### src/rtl/alu_arbiter.sv
// Two-requester front end for a shared combinational ALU: grants one operation at a time,
// latches it, captures the result and holds it until taken. Define ALU_ARB_ROUND_ROBIN_EN for alternating grants.
module alu_arbiter #(
  parameter int W = 4
) (
  input  logic         clk,
  input  logic         rst_n,
  input  logic         req0_valid,
  input  logic         req1_valid,
  output logic         req0_ready,
  output logic         req1_ready,
  input  logic [W-1:0] req0_a,
  input  logic [W-1:0] req0_b,
  input  logic [W-1:0] req1_a,
  input  logic [W-1:0] req1_b,
  input  logic [2:0]   req0_sel,
  input  logic [2:0]   req1_sel,
  output logic [W-1:0] alu_a,
  output logic [W-1:0] alu_b,
  output logic [2:0]   alu_sel,
  input  logic [W-1:0] alu_result,
  output logic         rsp_valid,
  input  logic         rsp_ready,
  output logic         rsp_id,
  output logic [W-1:0] rsp_result,
  output logic         rsp_err,
  output logic         busy,
  output logic [7:0]   done_count
);

  typedef enum logic [1:0] {IDLE, EXEC, RESP} state_t;

  state_t       state, state_nxt;
  logic [W-1:0] op_a, op_b;
  logic [2:0]   op_sel;
  logic         op_id;
  logic         pick1;
  logic         grant;

  function automatic logic sel_illegal(input logic [2:0] sel);
    return sel > 3'd4;
  endfunction

`ifdef ALU_ARB_ROUND_ROBIN_EN
  // last_id resets to 1 so that requester 0 wins the first contention
  logic last_id;
  assign pick1 = req1_valid && (!req0_valid || !last_id);

  always_ff @(posedge clk or negedge rst_n) begin
    if (!rst_n)     last_id <= 1'b1;
    else if (grant) last_id <= pick1;
  end
`else
  assign pick1 = req1_valid && !req0_valid;
`endif

  assign grant     = (state == IDLE) && (req0_valid || req1_valid);
  assign alu_a     = op_a;
  assign alu_b     = op_b;
  assign alu_sel   = op_sel;
  assign rsp_id    = op_id;
  assign rsp_valid = (state == RESP);
  assign busy      = (state != IDLE);

  always_comb begin
    state_nxt  = state;
    req0_ready = 1'b0;
    req1_ready = 1'b0;
    case (state)
      IDLE: begin
        if (req0_valid || req1_valid) begin
          req0_ready = rst_n && !pick1;
          req1_ready = rst_n && pick1;
          state_nxt  = EXEC;
        end
      end
      EXEC:    state_nxt = RESP;
      RESP:    if (rsp_ready) state_nxt = IDLE;
      default: state_nxt = IDLE;
    endcase
  end

  always_ff @(posedge clk or negedge rst_n) begin
    if (!rst_n) state <= IDLE;
    else        state <= state_nxt;
  end

  // Grant stage: latch the winning operation
  always_ff @(posedge clk or negedge rst_n) begin
    if (!rst_n) begin
      op_a   <= '0;
      op_b   <= '0;
      op_sel <= 3'd0;
      op_id  <= 1'b0;
    end else if (grant) begin
      op_a   <= pick1 ? req1_a   : req0_a;
      op_b   <= pick1 ? req1_b   : req0_b;
      op_sel <= pick1 ? req1_sel : req0_sel;
      op_id  <= pick1;
    end
  end

  // Execute stage: capture the ALU result, or flag an illegal opcode
  always_ff @(posedge clk or negedge rst_n) begin
    if (!rst_n) begin
      rsp_result <= '0;
      rsp_err    <= 1'b0;
    end else if (state == EXEC) begin
      rsp_err    <= sel_illegal(op_sel);
      rsp_result <= sel_illegal(op_sel) ? '0 : alu_result;
    end
  end

  // Response stage: count completed handshakes
  always_ff @(posedge clk or negedge rst_n) begin
    if (!rst_n)                          done_count <= 8'd0;
    else if (state == RESP && rsp_ready) done_count <= done_count + 8'd1;
  end

endmodule

### config.mk
export PLATFORM = sky130hd
export DESIGN_NAME = alu_arbiter
export DESIGN_NICKNAME = d
export VERILOG_FILES = /design/src/rtl/alu_arbiter.sv
export SDC_FILE = /design/constraint.sdc
export NUM_CORES = 1
export LEC_CHECK = 0
export CAP_MARGIN = 20
export CELL_PAD_IN_SITES_DETAIL_PLACEMENT = 1
export CELL_PAD_IN_SITES_GLOBAL_PLACEMENT = 2
export CORE_MARGIN = 3
export CORE_UTILIZATION = 21
export CTS_CLUSTER_DIAMETER = 150
export CTS_CLUSTER_SIZE = 14
export DETAILED_ROUTE_END_ITERATION = 12
export PLACE_DENSITY_LB_ADDON = 0.1
export SETUP_SLACK_MARGIN = 0.2
export SLEW_MARGIN = 30
export SYNTH_ARGS = -nofsm -noshare
export SYNTH_HDL_FRONTEND = slang
export SYNTH_SLANG_ARGS = --single-unit
### constraint.sdc
create_clock -name clk -period 1.48 [get_ports clk]
set_clock_uncertainty 0.1 [all_clocks]
set_input_delay 0.37 -clock clk [delete_from_list [all_inputs] [get_ports clk]]
set_output_delay 0.37 -clock clk [all_outputs]
set_load 0.005 [all_outputs]
==> results.py, run 1 <==
metrics = {
    "global_routing": {
        "grt_pass1_wl_um": 7590,
        "grt_max_degree": 26,
        "antenna_found_initial": 1,
        "grt-ovfl-total": 0,
        "grt_use_total_pct": 13.8,
        "grt_pass1_vias": 1485,
    },
    "cells_and_area": {
        "antenna_cells": 0,
        "postLayoutCoreUtil_pct": 44.8,
        "drive_gt1_share_pct": 55.3,
        "fin_cells": 300,
        "fin_nets": 261,
        "areaGrowthSynthToFinish_pct": 102,
    },
    "drt": {
        "drc": 0,
        "drtIter0Drc": 35,
        "drt-pass1-iter-count": 4,
        "ant_nets": 0,
        "totalWireLength_um": 4800,
        "wl_per_cell_um": 16.0,
        "vias": 1354,
        "viasPerCell": 4.51,
    },
    "status": {
        "status": "finished with violations",
        "violations": "setup timing",
    },
    "clock_network": {
        "tritoncts": "built",
        "cts_root_buf": "clkbuf_8",
        "clk_latency_ns": 0.28,
        "cts_hold_buf": 0,
        "cts.sinks": 27,
        "path_clk_slew_ns": 0.10,
        "clk_path_buf_depth": 2,
        "htree_levels": 1,
        "numCtsBuffers": 3,
    },
    "critical_path": {
        "worstReg2RegStart": "state[0]",
        "worstSetupEndpointType": "output pin",
        "crit_type": "reg -> out",
        "reg2reg_depth": 7,
        "cp.required_ns": 1.01,
        "rrSetupSlack_ns": -0.19,
        "crit_fanout": 3,
        "cp_data_arrival_time_ns": 1.30,
        "start_kind": "flip-flop",
        "rr_endpoint": "done_count[5]",
    },
    "yosys": {
        "yosysSeqAreaShare_pct": 54.4,
        "syn_inst": 113,
        "yosys.area_share.simple_pct": 14.6,
        "synth-edff-count": 0,
        "ys_warn_count": 0,
        "synth_top_family_by_area": "compound AO/OA/AOI/OAI gates",
        "async_reset_ff_share_pct": 100,
        "synth_area_per_cell_um2": 11.0,
        "syn-num-nets": 145,
        "synth_top_cell_by_area": "dfrtp_1",
        "synthTopCellsByArea": "dfrtp_1, a22oi_1, nor2b_1",
        "yosys.area_share.adder_pct": 1.01,
        "synth_ff_type": "dfrtp_1",
        "synth_cell_types": 27,
        "synth_top_area_share_pct": 54.4,
        "yosys-top-cells-count": "dfrtp_1, a22oi_1, nor2b_1, o21ai_0, a31oi_1",
        "synth_xor_area_share_pct": 4.93,
        "synth_compound_area_share_pct": 21.0,
        "ys_seq_elements": 27,
        "yosys-mux-area-fraction_pct": 0.906,
        "syn_area_um2": 1240,
        "yosysMostFrequentCell": "dfrtp_1",
    },
    "flow_run": {
        "cap_violations": 0,
    },
    "floorplanning": {
        "design.die.area_um2": 6880,
        "initial_utilization_pct": 22.2,
        "core_area_um2": 5610,
        "num_rows": 27,
        "io_pins": 60,
        "fp.dieW_um": 82.9,
        "die_h_um": 82.9,
    },
    "sta": {
        "rsz0062_at_grt": "yes",
        "hold_viol_final": 0,
        "fin_ws_ns": -0.292,
        "period_needed_ns": 1.77,
        "setup_violations": 22,
        "max_slew_margin_pct": 76.5,
        "slew_viol_final": 0,
        "fmax_ghz": 0.564,
        "tightest_slew_ns": 0.351,
        "finalCritPeriodShare_pct": 120,
    },
    "power": {
        "power.density_nw_per_um2": 1900,
        "power.leakage_uw": 0.00120,
        "ir_drop_mv": 0.626,
    },
    "placed_design": {
        "post-dp-hpwl_um": 3110,
        "dp.cells": 262,
        "io_buffers": 59,
        "gp_congestion": 0.810,
    },
    "min_path": {
        "min_path_type": "in -> async",
    },
}
-- how the worst max path moves through the flow --
stage / from / end / slack, ns / cells after the start
6_report: state[0] / req0_ready / -0.29 / 4
5_1_grt: state[0] / req0_ready / -0.33 / 4
4_1_cts: state[0] / req0_ready / -0.29 / 4
3_5_place_dp: req0_valid / req1_ready / -0.78 / 5
3_3_place_gp: req0_valid / req1_ready / -0.75 / 5
2_1_floorplan: state[0] / req0_ready / 0.07 / 2
-- report_power, final --
part           total (uW)  switching [uW]  internal [uW]
Clock                 442             249            194
Combinational        3080            1250           1830
Sequential           1260             201           1060
Total                4780            1700           3080
-- metrics by stage --
stage               setup TNS (ns)  worst slack [ns]  area, um2  hold WS, ns  total power [uW]
floorplan                        0            0.0695       1270      -0.0256              2100
global placement             -5.53            -0.754       2090        0.356              3300
detailed placement           -6.15            -0.782       2090        0.367              3360
CTS                          -1.68            -0.288       2400       0.0551              4530
global route                 -4.02            -0.334       2510       0.0980              5110
finish                       -2.49            -0.292       2510       0.0762              4780
-- worst max-delay path: stages, from the launching register on --
cell and delay [ns]:
dfrtp_2 0.46, buf_12 0.14, nor3b_4 0.17, and2_4 0.17, buf_6 0.08
-- kinds of logic after synthesis --
| logic type | Yosys count |
|---|---|
| compound gates | 39 |
| xor+xnor | 7 |
| fa+ha+maj | 1 |
| buf+inv | 9 |
| flops | 27 |
| mux | 1 |
| simple gates | 29 |
-- sequential cells by signal, summed over array words and instances, names as in the netlist --
register	count
alu_a	4
alu_b	4
alu_sel	3
done_count	8
rsp_err	1
rsp_id	1
rsp_result	4
state	2
-- what timing repair did --
item,in CTS,in global routing
buffers inserted,24,10
pin swaps,25,6
setup endpoints to repair,54,56
resized for setup,175,9
-- placed cells by master (no fill, tap or decap), drive strengths merged, types with 4 or more instances in the layout --
master	count
buf	86
clkdlybuf4s50	27
dfrtp	27
a22oi	11
o21ai	10
nor2b	9
a31oi	8
xor2	5
nor2	5
a22o	4
clkbuf	4
inv	4
-- area by class of cell --
cell class | count | area (um2)
clock buffers | 4 | 45.0
fillers | 641 | 3100
inverters | 4 | 17.5
multi-input cells | 77 | 706
flip-flops and latches | 27 | 678
well taps | 72 | 90.1
repair buffers | 116 | 973
-- routing by layer --
metal  share of wire [%]  track usage, %  vias to the layer above
li1                    -               -                      642
met1                  43            16.8                      665
met2                  51            23.8                       38
met3                 4.5            3.37                        7
met4                 1.3            4.46                        2
met5                0.23               0                        -
(Power assumes the default switching activity.)
==> run 2, diff against run 1 <==
--- a/config.mk
+++ b/config.mk
@@ -13,6 +13,7 @@
 export CTS_CLUSTER_DIAMETER = 150
 export CTS_CLUSTER_SIZE = 14
 export DETAILED_ROUTE_END_ITERATION = 12
+export GPL_ROUTABILITY_DRIVEN = 0
 export PLACE_DENSITY_LB_ADDON = 0.1
 export SETUP_SLACK_MARGIN = 0.2
 export SLEW_MARGIN = 30
==> results of run 2 <==
Final layout, timing and power as in run 1 (identical DEF).
==> run 3, diff against run 2 <==
--- a/config.mk
+++ b/config.mk
@@ -5,6 +5,7 @@
 export SDC_FILE = /design/constraint.sdc
 export NUM_CORES = 1
 export LEC_CHECK = 0
+export ABC_CLOCK_PERIOD_IN_PS = 1480
 export CAP_MARGIN = 20
 export CELL_PAD_IN_SITES_DETAIL_PLACEMENT = 1
 export CELL_PAD_IN_SITES_GLOBAL_PLACEMENT = 2
==> results of run 3 <==
Final layout, timing and power as in run 1 (identical DEF).
